$ cat config.mk
export PLATFORM = sky130hd
export DESIGN_NAME = spi_txn_ctrl
export DESIGN_NICKNAME = d
export VERILOG_FILES = /design/src/rtl/spi_txn_ctrl_pkg.sv /design/src/rtl/spi_txn_ctrl.sv
export SDC_FILE = /design/constraint.sdc
export NUM_CORES = 1
export LEC_CHECK = 0
export BUFFER_PORTS_ARGS = -buffer_cell sky130_fd_sc_hd__buf_4
export CAP_MARGIN = 10
export CORE_MARGIN = 1
export CORE_UTILIZATION = 30
export DETAILED_ROUTE_END_ITERATION = 7
export HOLD_SLACK_MARGIN = 0.03
export PLACE_DENSITY = 0.56
export SLEW_MARGIN = 0
export SYNTH_ARGS = -nofsm -noshare
export SYNTH_HDL_FRONTEND = slang
export SYNTH_SLANG_ARGS = --single-unit
export TNS_END_PERCENT = 50
$ cat constraint.sdc
create_clock -name clk -period 2.4 [get_ports clk]
set_input_delay 0.12 -clock clk [delete_from_list [all_inputs] [get_ports clk]]
set_output_delay 0.12 -clock clk [all_outputs]
set_load 0.03 [all_outputs]
$ cat src/rtl/spi_txn_ctrl_pkg.sv
// spi_txn_ctrl_pkg: shared state encoding and defaults for the SPI
// transaction sequencer (length width, read-phase fill byte).
package spi_txn_ctrl_pkg;

    localparam int         LEN_W_DEF   = 8;
    localparam logic [7:0] RD_FILL_DEF = 8'h00;

    typedef enum logic [2:0] {
        ST_IDLE,
        ST_SETUP,
        ST_WR_WAIT,
        ST_WR_XFER,
        ST_RD_WAIT,
        ST_RD_XFER,
        ST_HOLD,
        ST_GAP
    } state_t;

    function automatic int max3(input int a, input int b, input int c);
        int m;
        m = (a > b) ? a : b;
        return (m > c) ? m : c;
    endfunction

endpackage

$ cat src/rtl/spi_txn_ctrl.sv
// spi_txn_ctrl: one request = write N bytes then read M bytes under a single
// chip-select, with CS setup/hold/gap timing, driving a Mode-0 byte engine.
//  Ports: clk/rst (sync, active high); req_* request handshake with lengths;
//  wr_* write-byte stream in; rd_* read-byte stream out (rd_last on final);
//  txn_done/busy status; spi_cs_n; start_xfer/tx_byte to the byte engine;
//  xfer_active/xfer_done/rx_byte from the byte engine.
module spi_txn_ctrl
    import spi_txn_ctrl_pkg::*;
#(
    parameter int         LEN_W        = LEN_W_DEF,
    parameter int         CS_SETUP_CYC = 4,
    parameter int         CS_HOLD_CYC  = 4,
    parameter int         CS_GAP_CYC   = 8,
    parameter logic [7:0] RD_FILL      = RD_FILL_DEF
) (
    input  logic             clk,
    input  logic             rst,
    input  logic             req_valid,
    output logic             req_ready,
    input  logic [LEN_W-1:0] req_wr_len,
    input  logic [LEN_W-1:0] req_rd_len,
    input  logic             wr_valid,
    output logic             wr_ready,
    input  logic [7:0]       wr_data,
    output logic             rd_valid,
    input  logic             rd_ready,
    output logic [7:0]       rd_data,
    output logic             rd_last,
    output logic             txn_done,
    output logic             busy,
    output logic             spi_cs_n,
    output logic             start_xfer,
    output logic [7:0]       tx_byte,
    input  logic             xfer_active,
    input  logic             xfer_done,
    input  logic [7:0]       rx_byte
);

    localparam int CS_MAX = max3(CS_SETUP_CYC, CS_HOLD_CYC, CS_GAP_CYC);
    localparam int CS_W   = (CS_MAX > 1) ? $clog2(CS_MAX) : 1;

    localparam logic [CS_W-1:0] SETUP_LD = CS_W'(CS_SETUP_CYC - 1);
    localparam logic [CS_W-1:0] HOLD_LD  = CS_W'(CS_HOLD_CYC - 1);
    localparam logic [CS_W-1:0] GAP_LD   = CS_W'(CS_GAP_CYC - 1);

    localparam logic [LEN_W-1:0] ONE = LEN_W'(1);

    state_t            state;
    state_t            state_d;
    logic [LEN_W-1:0]  wr_cnt;
    logic [LEN_W-1:0]  rd_cnt;
    logic [CS_W-1:0]   cs_cnt;
    logic              cs_n_q;
    logic              live;

    logic              accept;
    logic              zero_req;
    logic              issue_wr;
    logic              issue_rd;
    logic              can_start;
    logic              cs_zero;
    logic              rd_take;

    // A start registered last cycle may not yet show as xfer_active.
    assign can_start = !xfer_active && !start_xfer;
    assign cs_zero   = (cs_cnt == '0);
    assign rd_take   = rd_valid && rd_ready;
    assign req_ready = (state == ST_IDLE) && live;
    assign accept    = req_valid && req_ready;
    assign spi_cs_n  = cs_n_q | rst;

    always_comb begin
        state_d  = state;
        zero_req = 1'b0;
        issue_wr = 1'b0;
        issue_rd = 1'b0;
        wr_ready = 1'b0;
        unique case (state)
            ST_IDLE: begin
                if (accept) begin
                    if (req_wr_len == '0 && req_rd_len == '0)
                        zero_req = 1'b1;
                    else
                        state_d = ST_SETUP;
                end
            end
            ST_SETUP: begin
                if (cs_zero)
                    state_d = (wr_cnt != '0) ? ST_WR_WAIT : ST_RD_WAIT;
            end
            ST_WR_WAIT: begin
                wr_ready = can_start;
                if (wr_valid && can_start) begin
                    issue_wr = 1'b1;
                    state_d  = ST_WR_XFER;
                end
            end
            ST_WR_XFER: begin
                if (xfer_done) begin
                    if (wr_cnt > ONE)
                        state_d = ST_WR_WAIT;
                    else if (rd_cnt != '0)
                        state_d = ST_RD_WAIT;
                    else
                        state_d = ST_HOLD;
                end
            end
            ST_RD_WAIT: begin
                if (can_start && (!rd_valid || rd_ready)) begin
                    issue_rd = 1'b1;
                    state_d  = ST_RD_XFER;
                end
            end
            ST_RD_XFER: begin
                if (xfer_done)
                    state_d = (rd_cnt > ONE) ? ST_RD_WAIT : ST_HOLD;
            end
            ST_HOLD: begin
                if (cs_zero)
                    state_d = ST_GAP;
            end
            ST_GAP: begin
                if (cs_zero)
                    state_d = ST_IDLE;
            end
        endcase
    end

    always_ff @(posedge clk) begin
        if (rst) begin
            state      <= ST_IDLE;
            live       <= 1'b0;
            wr_cnt     <= '0;
            rd_cnt     <= '0;
            cs_cnt     <= '0;
            cs_n_q     <= 1'b1;
            busy       <= 1'b0;
            txn_done   <= 1'b0;
            start_xfer <= 1'b0;
            tx_byte    <= 8'h00;
            rd_valid   <= 1'b0;
            rd_data    <= 8'h00;
            rd_last    <= 1'b0;
        end else begin
            live       <= 1'b1;
            state      <= state_d;
            start_xfer <= issue_wr | issue_rd;
            txn_done   <= zero_req |
                          (state == ST_GAP && state_d == ST_IDLE);

            // One timer serves SETUP, HOLD and GAP; reload on entry.
            if (state_d != state) begin
                unique case (state_d)
                    ST_SETUP: cs_cnt <= SETUP_LD;
                    ST_HOLD:  cs_cnt <= HOLD_LD;
                    ST_GAP:   cs_cnt <= GAP_LD;
                    default:  cs_cnt <= '0;
                endcase
            end else if (!cs_zero) begin
                cs_cnt <= cs_cnt - CS_W'(1);
            end

            if (accept) begin
                wr_cnt <= req_wr_len;
                rd_cnt <= req_rd_len;
            end

            if (state == ST_IDLE && state_d == ST_SETUP) begin
                cs_n_q <= 1'b0;
                busy   <= 1'b1;
            end
            if (state == ST_HOLD && state_d == ST_GAP)
                cs_n_q <= 1'b1;
            if (state == ST_GAP && state_d == ST_IDLE)
                busy <= 1'b0;

            if (issue_wr)
                tx_byte <= wr_data;
            else if (issue_rd)
                tx_byte <= RD_FILL;

            if (state == ST_WR_XFER && xfer_done && wr_cnt != '0)
                wr_cnt <= wr_cnt - ONE;

            // New read data wins; issue is gated so it never
            // overwrites an unconsumed byte.
            if (state == ST_RD_XFER && xfer_done) begin
                rd_data  <= rx_byte;
                rd_valid <= 1'b1;
                rd_last  <= (rd_cnt == ONE);
                if (rd_cnt != '0)
                    rd_cnt <= rd_cnt - ONE;
            end else if (rd_take) begin
                rd_valid <= 1'b0;
                rd_last  <= 1'b0;
            end
        end
    end

endmodule

==> results of run 1 <==
-- state kept, by name (all words and copies together) (netlist names) --
signal,flops
busy,1
cs_cnt,3
cs_n_q,1
live,1
rd_cnt,8
rd_data,8
rd_last,1
rd_valid,1
start_xfer,1
state,3
tx_byte,8
txn_done,1
wr_cnt,8
-- per-stage QoR --
stage / instances / util
6_report: 461 / 0.410
5_1_grt: 461 / 0.410
4_1_cts: 461 / 0.409
3_5_place_dp: 452 / 0.391
3_3_place_gp: 452 / 0.391
2_1_floorplan: 289 / -
-- cell usage after synthesis, types with 2 or more instances --
| cell type | n |
|---|---|
| or3_1 | 4 |
| a211oi_1 | 3 |
| nor4_1 | 8 |
| a2111oi_0 | 3 |
| o31a_1 | 2 |
| nand2b_1 | 5 |
| nand4b_1 | 2 |
| nor2b_1 | 6 |
| inv_1 | 9 |
| dfxtp_1 | 45 |
| and3_1 | 3 |
| nor2_1 | 33 |
| a21oi_1 | 21 |
| ha_1 | 8 |
| o21ba_2 | 2 |
| o21a_1 | 2 |
| a31oi_1 | 4 |
| o31ai_1 | 2 |
| nand2_1 | 31 |
| mux2_2 | 2 |
| clkbuf_1 | 14 |
| a222oi_1 | 2 |
| mux2i_1 | 2 |
| nand3_1 | 5 |
| a22oi_1 | 10 |
| a221oi_1 | 7 |
| buf_2 | 2 |
| nor3_1 | 14 |
| nand3b_1 | 2 |
| o21ai_0 | 11 |
| a31o_2 | 2 |
| and2_1 | 3 |
-- where the power goes --
part           switching [W]  total, W  internal (W)
logic               0.000641   0.00127      0.000628
clock network       0.000277  0.000484      0.000207
registers           0.000113  0.000953      0.000839
-- layer usage --
metal	track usage	share of wire	vias up
li1	-	-	1195
met1	0.195	0.47	1077
met5	0	0	-
met2	0.268	0.49	41
met4	0.0484	0.011	0
met3	0.0295	0.030	7
-- logic make-up after synthesis --
kind of cell	Yosys count	synth area share
AO/OA/AOI/OAI	80	0.239
flip-flops	45	0.381
multiplexers	5	0.0275
adder cells (fa/ha/maj)	8	0.0424
AND/OR/NAND/NOR	123	0.257
buffers and inverters	27	0.0487
XOR/XNOR	1	0.00371
-- how the worst max path moves through the flow --
| stage | start | to |
|---|---|---|
| after floorplan | cs_cnt[0] | cs_cnt[0] |
| after global placement | cs_cnt[0] | cs_cnt[0] |
| after detailed placement | cs_cnt[0] | cs_cnt[0] |
| after CTS | cs_cnt[0] | cs_cnt[0] |
| after global routing | cs_cnt[0] | cs_cnt[1] |
| final | cs_cnt[0] | cs_cnt[1] |
-- cell usage in the layout (no fill, tap or decap), types with 3 or more instances in the layout --
master and n:
nor2b_1 6, a211oi_1 3, a22oi_1 10, nand2_1 30, a21oi_1 21, ha_1 6
clkbuf_8 5, a31oi_1 4, nor3_1 14, a2111oi_0 3, dfxtp_1 44, inv_1 7
nor4_1 8, nor2_1 33, and3_1 3, or3_1 3, buf_4 80, a221oi_1 5
o21ai_0 11, nand2b_1 5, nand3_1 5
-- what timing repair did --
item                                    in CTS  in global routing
endpoints found under the setup margin       2                  7
pin swaps                                    1                  4
resized for setup                            7                  5
buffers inserted                             1                  0
hold buffers                                 0                  0
-- critical path, cell delays in order, from the launching register on --
cell      delay (ns)
dfxtp_2         0.35
inv_2           0.04
ha_4            0.15
ha_4            0.16
and2_4          0.15
mux4_2          0.48
a211oi_4        0.20
a21oi_2         0.06
or3_4           0.41
a221oi_2        0.26
-- final cells by class --
type,instances,share of cell area
Timing Repair Buffer,80,0.190
Inverter,9,0.0107
Sequential cell,45,0.286
Tap cell,102,0.0404
Clock buffer,5,0.0218
Clock inverter,3,0.00674
Multi-Input combinational cell,217,0.444
==> flow_metrics.tcl, run 1 <==
set metrics [dict create \
    status "finished, final reports clean" \
    root_buffer "clkbuf_8" \
    start_util 0.307 \
    viasPerCell 5.03 \
    die_h_um 90.8 \
    p_leak_nw 1.26 \
    synth.area.top_cells "dfxtp_1 (38%), nor2_1 (5.2%), nand2_1 (4.9%), a21oi_1 (4.4%), ha_1 (4.2%)" \
    antennaDiodeCount 0 \
    core_sq_um 7690 \
    grt_pass1_wl_um 10500 \
    finalMaxSlewViolations 0 \
    die_area_sq_um 8240 \
    routedWlPerCell_um 13.5 \
    worst_slew_margin_rel 0.582 \
    cts-htree-levels 2 \
    r2r_end "cs_cnt[1]" \
    yosysTopAreaCell "dfxtp_1" \
    final_layout_size_suffix_gt1_frac 0.304 \
    grt_max_degree 46 \
    setup_viol 0 \
    port_buffers 62 \
    ioPinCount 63 \
    critPathLaunchType "register" \
    hold_path_class "primary input to register" \
    via_count 2320 \
    drt-initial-drc-count 154 \
    grt_pass1_vias 2259 \
    whs_path_depth 3 \
    worstPathRequired_ns 2.62 \
    ys_ff_latch 45 \
    yosysTopAreaCellShare 0.381 \
    overflow 0 \
    max-cap-violations 0 \
    finClkSkew_ns 0.00592 \
    drt_pass1_iterations 4 \
    clk_latency_ns 0.30 \
    setup_tns_ns 0 \
    yosys_warnings 0 \
    hold_path_startpoint "rx_byte[5]" \
    cts_tree "done" \
    syn_inst 289 \
    gp_congestion 0.805 \
    die_x_um 90.8 \
    reg2reg_from "cs_cnt[0]" \
    antenna_left 0 \
    cp_max_fo 4 \
    synth-edff-count 0 \
    nFillCells 808 \
    netlist_area_sq_um 2360 \
    end_kind "register" \
    cts_num_sinks 45 \
    grt_use_total 0.156 \
    p_total_w 0.00271 \
    dp_slack_ns -0.0477 \
    dpl_cell_area_sq_um 3010 \
    cts_buffers 5 \
    dpl.hpwl_um 4530 \
    ys.flop_type "dfxtp_1" \
    netlist-cell-type-count 52 \
    rsz0062_at_grt "true" \
    async_reset_ff_frac 0 \
    area_growth_pct 33.5 \
    power_density_nw_per_um2 857 \
    setup_ws_ns 0.0634 \
    wl_um 6220 \
    peakVddDrop_mv 0.292 \
    synth-seq-area-share 0.381 \
    worst_hold_slack_ns 0.0529 \
    synth_area_per_cell_sq_um 8.18 \
    holdPathEnd "rd_data[5]" \
    hold_viol_final 0 \
    multiInputGateArea_sq_um 1400 \
    antenna_found_initial 0 \
    rows 32 \
    path_clk_slew_ns 0.09 \
    stdcell_area_sq_um 3160 \
    tightest_slew_ns 0.624 \
    clockBufferDepth 2 \
    fmax_mhz 428 \
    ff_latch_area_sq_um 902 \
    drcViolationCount 0 \
    arrival_ns 2.56 \
    period_needed_ns 2.34 \
    final_nets 405 \
    syn-num-nets 336 \
    path_class "register to register" \
    period_share 0.974 \
    rr_worst_depth 9 \
    r2r_slack_ns 0.06 \
]
No activity file was read; power rests on OpenSTA's default activity.
==> run 2: changes to the inputs <==
--- a/config.mk
+++ b/config.mk
@@ -9,6 +9,7 @@
 export CAP_MARGIN = 10
 export CORE_MARGIN = 1
 export CORE_UTILIZATION = 30
+export CTS_BUF_LIST = sky130_fd_sc_hd__clkbuf_4
 export DETAILED_ROUTE_END_ITERATION = 7
 export HOLD_SLACK_MARGIN = 0.03
 export PLACE_DENSITY = 0.56
==> flow_metrics.tcl, run 2 (synthesis gave the netlist of run 1 again) <==
set metrics [dict create \
    cts-htree-levels 2 \
    antenna_found_initial 0 \
    clk_latency_ns 0.37 \
    grt_pass1_vias 2424 \
    wl_um 6640 \
    fmax_mhz 428 \
    finalMaxSlewViolations 0 \
    die_h_um 90.8 \
    crit_path_frequent_cell "ha_4" \
    final_layout_size_suffix_gt1_frac 0.285 \
    dpl_cell_area_sq_um 3010 \
    status "finished, final reports clean" \
    worstPathRequired_ns 2.69 \
    final_core_util 0.441 \
    cts_num_sinks 45 \
    root_buffer "clkbuf_4" \
    drcViolationCount 0 \
    antenna_left 0 \
    die_area_sq_um 8240 \
    end_kind "register" \
    power.combinational.fraction 0.496 \
    cts_buffers 5 \
    swShare 0.389 \
    rsz0062_at_grt "true" \
    dp_slack_ns -0.0477 \
    intPower_w 0.00162 \
    via_count 2460 \
    rows 32 \
    p_leak_nw 1.37 \
    setup_ws_ns 0.0643 \
    start_util 0.307 \
    drt-initial-drc-count 145 \
    hold_path_class "primary input to register" \
    layout_common_cells "buf_4 (81), dfxtp_1 (44), nor2_1 (33), nand2_1 (30), dlygate4sd3_1 (26)" \
    period_share 0.973 \
    cp_num_buf_inv 1 \
    ioPinCount 63 \
    path_clk_slew_ns 0.14 \
    gp_congestion 0.805 \
    routedWlPerCell_um 13.6 \
    path_class "register to register" \
    path_cells "inv_2 -> ha_4 -> ha_4 -> and2_4 -> mux4_2 -> a211oi_4 -> a21oi_2 -> or3_4 -> a221oi_2" \
    area_growth_pct 43.5 \
    arrival_ns 2.62 \
    tightest_slew_ns 0.603 \
    antennaDiodeCount 0 \
    viasPerCell 5.04 \
    period_needed_ns 2.34 \
    cts_tree "done" \
    die_x_um 90.8 \
    critPathLaunchType "register" \
    peakVddDrop_mv 0.292 \
    drt_pass1_iterations 4 \
    critPathMaxStageDelay_ns 0.48 \
    hold_viol_final 0 \
    port_buffers 62 \
    grt_use_total 0.166 \
    cp_max_fo 4 \
    setup_viol 0 \
    grt_pass1_wl_um 11200 \
    dpl.hpwl_um 4530 \
    slowest_stage "mux4_2" \
    final_nets 432 \
    seq_power_share 0.359 \
    p_sw_w 0.00103 \
    stdcell_area_sq_um 3390 \
    grt_max_degree 46 \
    power_density_nw_per_um2 781 \
    max-cap-violations 0 \
    core_sq_um 7690 \
    overflow 0 \
    finClkSkew_ns 0.0118 \
    clockPowerShare 0.145 \
    final_common_cell "buf_4" \
    cp_top_family "simple AND/OR/NAND/NOR gates" \
    worst_slew_margin_rel 0.596 \
    clockBufferDepth 2 \
]
[run 2: cell types whose count changed in the layout (fill, tap and decap cells not counted), sizes merged]
cell / before / now
buf: 80 / 81
dlygate4sd3: 0 / 26
[run 2: routing by layer]
metal	share of wire	vias up	routed length, um	global-route usage
li1	-	1251	-	-
met1	0.45	1154	2990	0.198
met2	0.51	47	3360	0.294
met3	0.030	8	196	0.0303
met4	0.015	0	102	0.0618
met5	0	-	0	0
[run 2: worst paths after layout]
check,end,depth (start not counted),start,slack [ns]
setup / recovery,cs_cnt[1],9,cs_cnt[0],0.06
hold / removal,wr_cnt[1],3,req_wr_len[1],0.03
setup reg to reg,cs_cnt[1],9,cs_cnt[0],0.06
hold reg to reg,rd_data[2],2,rd_data[2],0.47
[run 2: worst reg2reg max path: cells and delay by family, from the launching register on]
family | cells | cell delay [ns]
muxes | 1 | 0.48
and+or+nand+nor | 2 | 0.56
AOI/OAI and AO/OA | 3 | 0.52
adders and majority gates | 2 | 0.31
buffers and inverters | 1 | 0.04
DFF | 1 | 0.36
[run 2: through the flow]
step | instances | power (W) | TNS, ns | hold WS, ns
global placement | 452 | 0.00212 | 0 | 0.367
finish | 488 | 0.00265 | 0 | 0.0346
detailed placement | 452 | 0.00213 | -0.0897 | 0.379
global route | 488 | 0.00286 | -0.0932 | 0.0450
CTS | 488 | 0.00265 | 0 | 0.0310
floorplan | 289 | 0.00176 | 0 | 0.256
[run 2: power groups by stage]
stage,registers (W),clock network (W),logic [W]
global route,0.000969,0.000430,0.00146
finish,0.000951,0.000384,0.00131
floorplan,0.000928,0,0.000830
global placement,0.000965,0,0.00115
detailed placement,0.000964,0,0.00117
CTS,0.000948,0.000402,0.00130
[run 2: layout make-up]
class | count | area, sq um
Sequential cell | 45 | 902
Tap cell | 102 | 128
Timing Repair Buffer | 107 | 868
Multi-Input combinational cell | 217 | 1400
Inverter | 9 | 33.8
Clock buffer | 5 | 37.5
Clock inverter | 3 | 21.3
Fill cell | 789 | 4300
[run 2: what timing repair did]
action | CTS | global route
endpoints found under the hold margin | 26 | 0
setup buffers | 2 | 0
pin swaps | 1 | 4
endpoints found under the setup margin | 2 | 7
hold buffers | 26 | 0
gates cloned | 0 | 0
resized for setup | 7 | 5
==> run 3: changes to the inputs <==
--- a/config.mk
+++ b/config.mk
@@ -5,7 +5,7 @@
 export SDC_FILE = /design/constraint.sdc
 export NUM_CORES = 1
 export LEC_CHECK = 0
-export BUFFER_PORTS_ARGS = -buffer_cell sky130_fd_sc_hd__buf_4
+export BUFFER_PORTS_ARGS = -buffer_cell sky130_fd_sc_hd__buf_2
 export CAP_MARGIN = 10
 export CORE_MARGIN = 1
 export CORE_UTILIZATION = 30
==> flow_metrics.tcl, run 3 (synthesis gave the netlist of run 1 again) <==
set metrics [dict create \
    cts_buffers 5 \
    drt_pass1_iterations 4 \
    setup_ws_ns 0.0481 \
    grt_use_total 0.176 \
    final_nets 433 \
    place_inst 453 \
    final_common_cell "buf_2" \
    routedWlPerCell_um 13.7 \
    antenna_found_initial 0 \
    top_layer_used "met4" \
    overflow 0 \
    grt_max_degree 28 \
    drcViolationCount 0 \
    die_area_sq_um 8240 \
    met3_length_um 252 \
    drt-initial-drc-count 207 \
    reg2reg_from "cs_cnt[0]" \
    final_layout_size_suffix_gt1_frac 0.292 \
    critPathLaunchType "register" \
    ioPinCount 63 \
    core_sq_um 7690 \
    whs_path_depth 3 \
    stdcell_area_sq_um 3250 \
    finClkSkew_ns 0.00503 \
    worstPathRequired_ns 2.68 \
    grt_pass1_vias 2441 \
    finalMaxSlewViolations 0 \
    hold_viol_final 0 \
    area_growth_pct 37.5 \
    worst_slew_margin_rel 0.602 \
    via_count 2513 \
    end_kind "register" \
    dpl_cell_area_sq_um 2860 \
    cts_tree "done" \
    setup_viol 0 \
    wl_um 6720 \
    period_share 0.980 \
    die_h_um 90.8 \
    cp_max_fo 4 \
    nFillCells 804 \
    antennaDiodeCount 0 \
    worst_hold_slack_ns 0.0420 \
    cts-htree-levels 2 \
    viasPerCell 5.14 \
    max-cap-violations 0 \
    r2r_slack_ns 0.05 \
    grt_pass1_wl_um 11800 \
    die_x_um 90.8 \
    hold_path_startpoint "req_wr_len[4]" \
    met2WireLength_um 3400 \
    clockBufferDepth 2 \
    holdPathEnd "wr_cnt[4]" \
    antenna_left 0 \
    period_needed_ns 2.35 \
    p_leak_nw 1.34 \
    fmax_mhz 425 \
    clk_latency_ns 0.37 \
    layout_common_cells "buf_2 (62), dfxtp_1 (42), nor2_1 (33), nand2_1 (31), dlygate4sd3_1 (26)" \
    rr_worst_depth 9 \
    cp_top_family "simple AND/OR/NAND/NOR gates" \
    multiInputGateArea_sq_um 1400 \
    rsz0062_at_grt "true" \
    tightest_slew_ns 0.592 \
    startpoint "cs_cnt[0]" \
    crit_cells 9 \
    r2r_end "cs_cnt[0]" \
    dp_slack_ns -0.108 \
    cp_num_buf_inv 1 \
    path_class "register to register" \
    port_buffers 62 \
    setup_tns_ns 0 \
    m1WireLength_um 3030 \
    path_cells "inv_2 -> ha_4 -> ha_4 -> and2_4 -> mux4_2 -> a211oi_4 -> a21oi_2 -> or3_4 -> a221oi_2" \
    path_clk_slew_ns 0.14 \
    dpl.hpwl_um 4650 \
    status "finished, final reports clean" \
    crit_path_frequent_cell "ha_4" \
    peakVddDrop_mv 0.303 \
    critPathMaxStageDelay_ns 0.47 \
    arrival_ns 2.63 \
    rows 32 \
    final_cells 489 \
    hold_path_class "primary input to register" \
    gp_congestion 0.804 \
    power_density_nw_per_um2 818 \
    slowest_stage "mux4_2" \
    ff_latch_area_sq_um 905 \
    start_util 0.307 \
    cts_num_sinks 45 \
    root_buffer "clkbuf_4" \
]
## run 3: changes by cell type in the layout (fill, tap and decap cells not counted), sizes merged
cell / before / now
buf: 81 / 82
## run 3: timing repair
action,CTS,global route
resized for setup,5,9
pin swaps,0,1
gates cloned,0,0
endpoints found under the hold margin,26,0
endpoints found under the setup margin,2,5
hold buffers,26,0
buffers inserted,1,1
## run 3: power by group
part | total (W) | switching [W] | internal [W]
clock network | 0.000395 | 0.000275 | 0.000120
logic | 0.00131 | 0.000666 | 0.000640
registers | 0.000955 | 0.000113 | 0.000842
total | 0.00266 | 0.00105 | 0.00160
## run 3: cell type report
class,instances,area share
clock buffer,5,0.0116
timing repair buffer,108,0.222
multi-input combinational,217,0.431
sequential,45,0.278
tap,102,0.0393
inverter,9,0.0104
clock inverter,3,0.00770
## run 3: worst max path at each step
stage                endpoint
floorplan           cs_cnt[0]
CTS                 cs_cnt[0]
finish              cs_cnt[0]
global placement    cs_cnt[0]
global route        cs_cnt[0]
detailed placement  cs_cnt[0]
## run 3: tightest hold or removal path, delay by kind of cell
family	cells	cell delay, ns
AO/OA/AOI/OAI	1	0.06
AND/OR/NAND/NOR	1	0.09
buffers and inverters	1	0.11
## run 3: per-layer routing
metal  GRT usage  up-vias
met5           0        -
met4      0.0444        0
met3      0.0286        2
met2       0.301       49
met1       0.228     1208
li1            -     1254
## run 3: metrics by stage
stage,power [W],util
detailed placement,0.00211,0.372
floorplan,0.00176,-
finish,0.00266,0.423
global placement,0.00209,0.372
global route,0.00289,0.423
CTS,0.00260,0.418
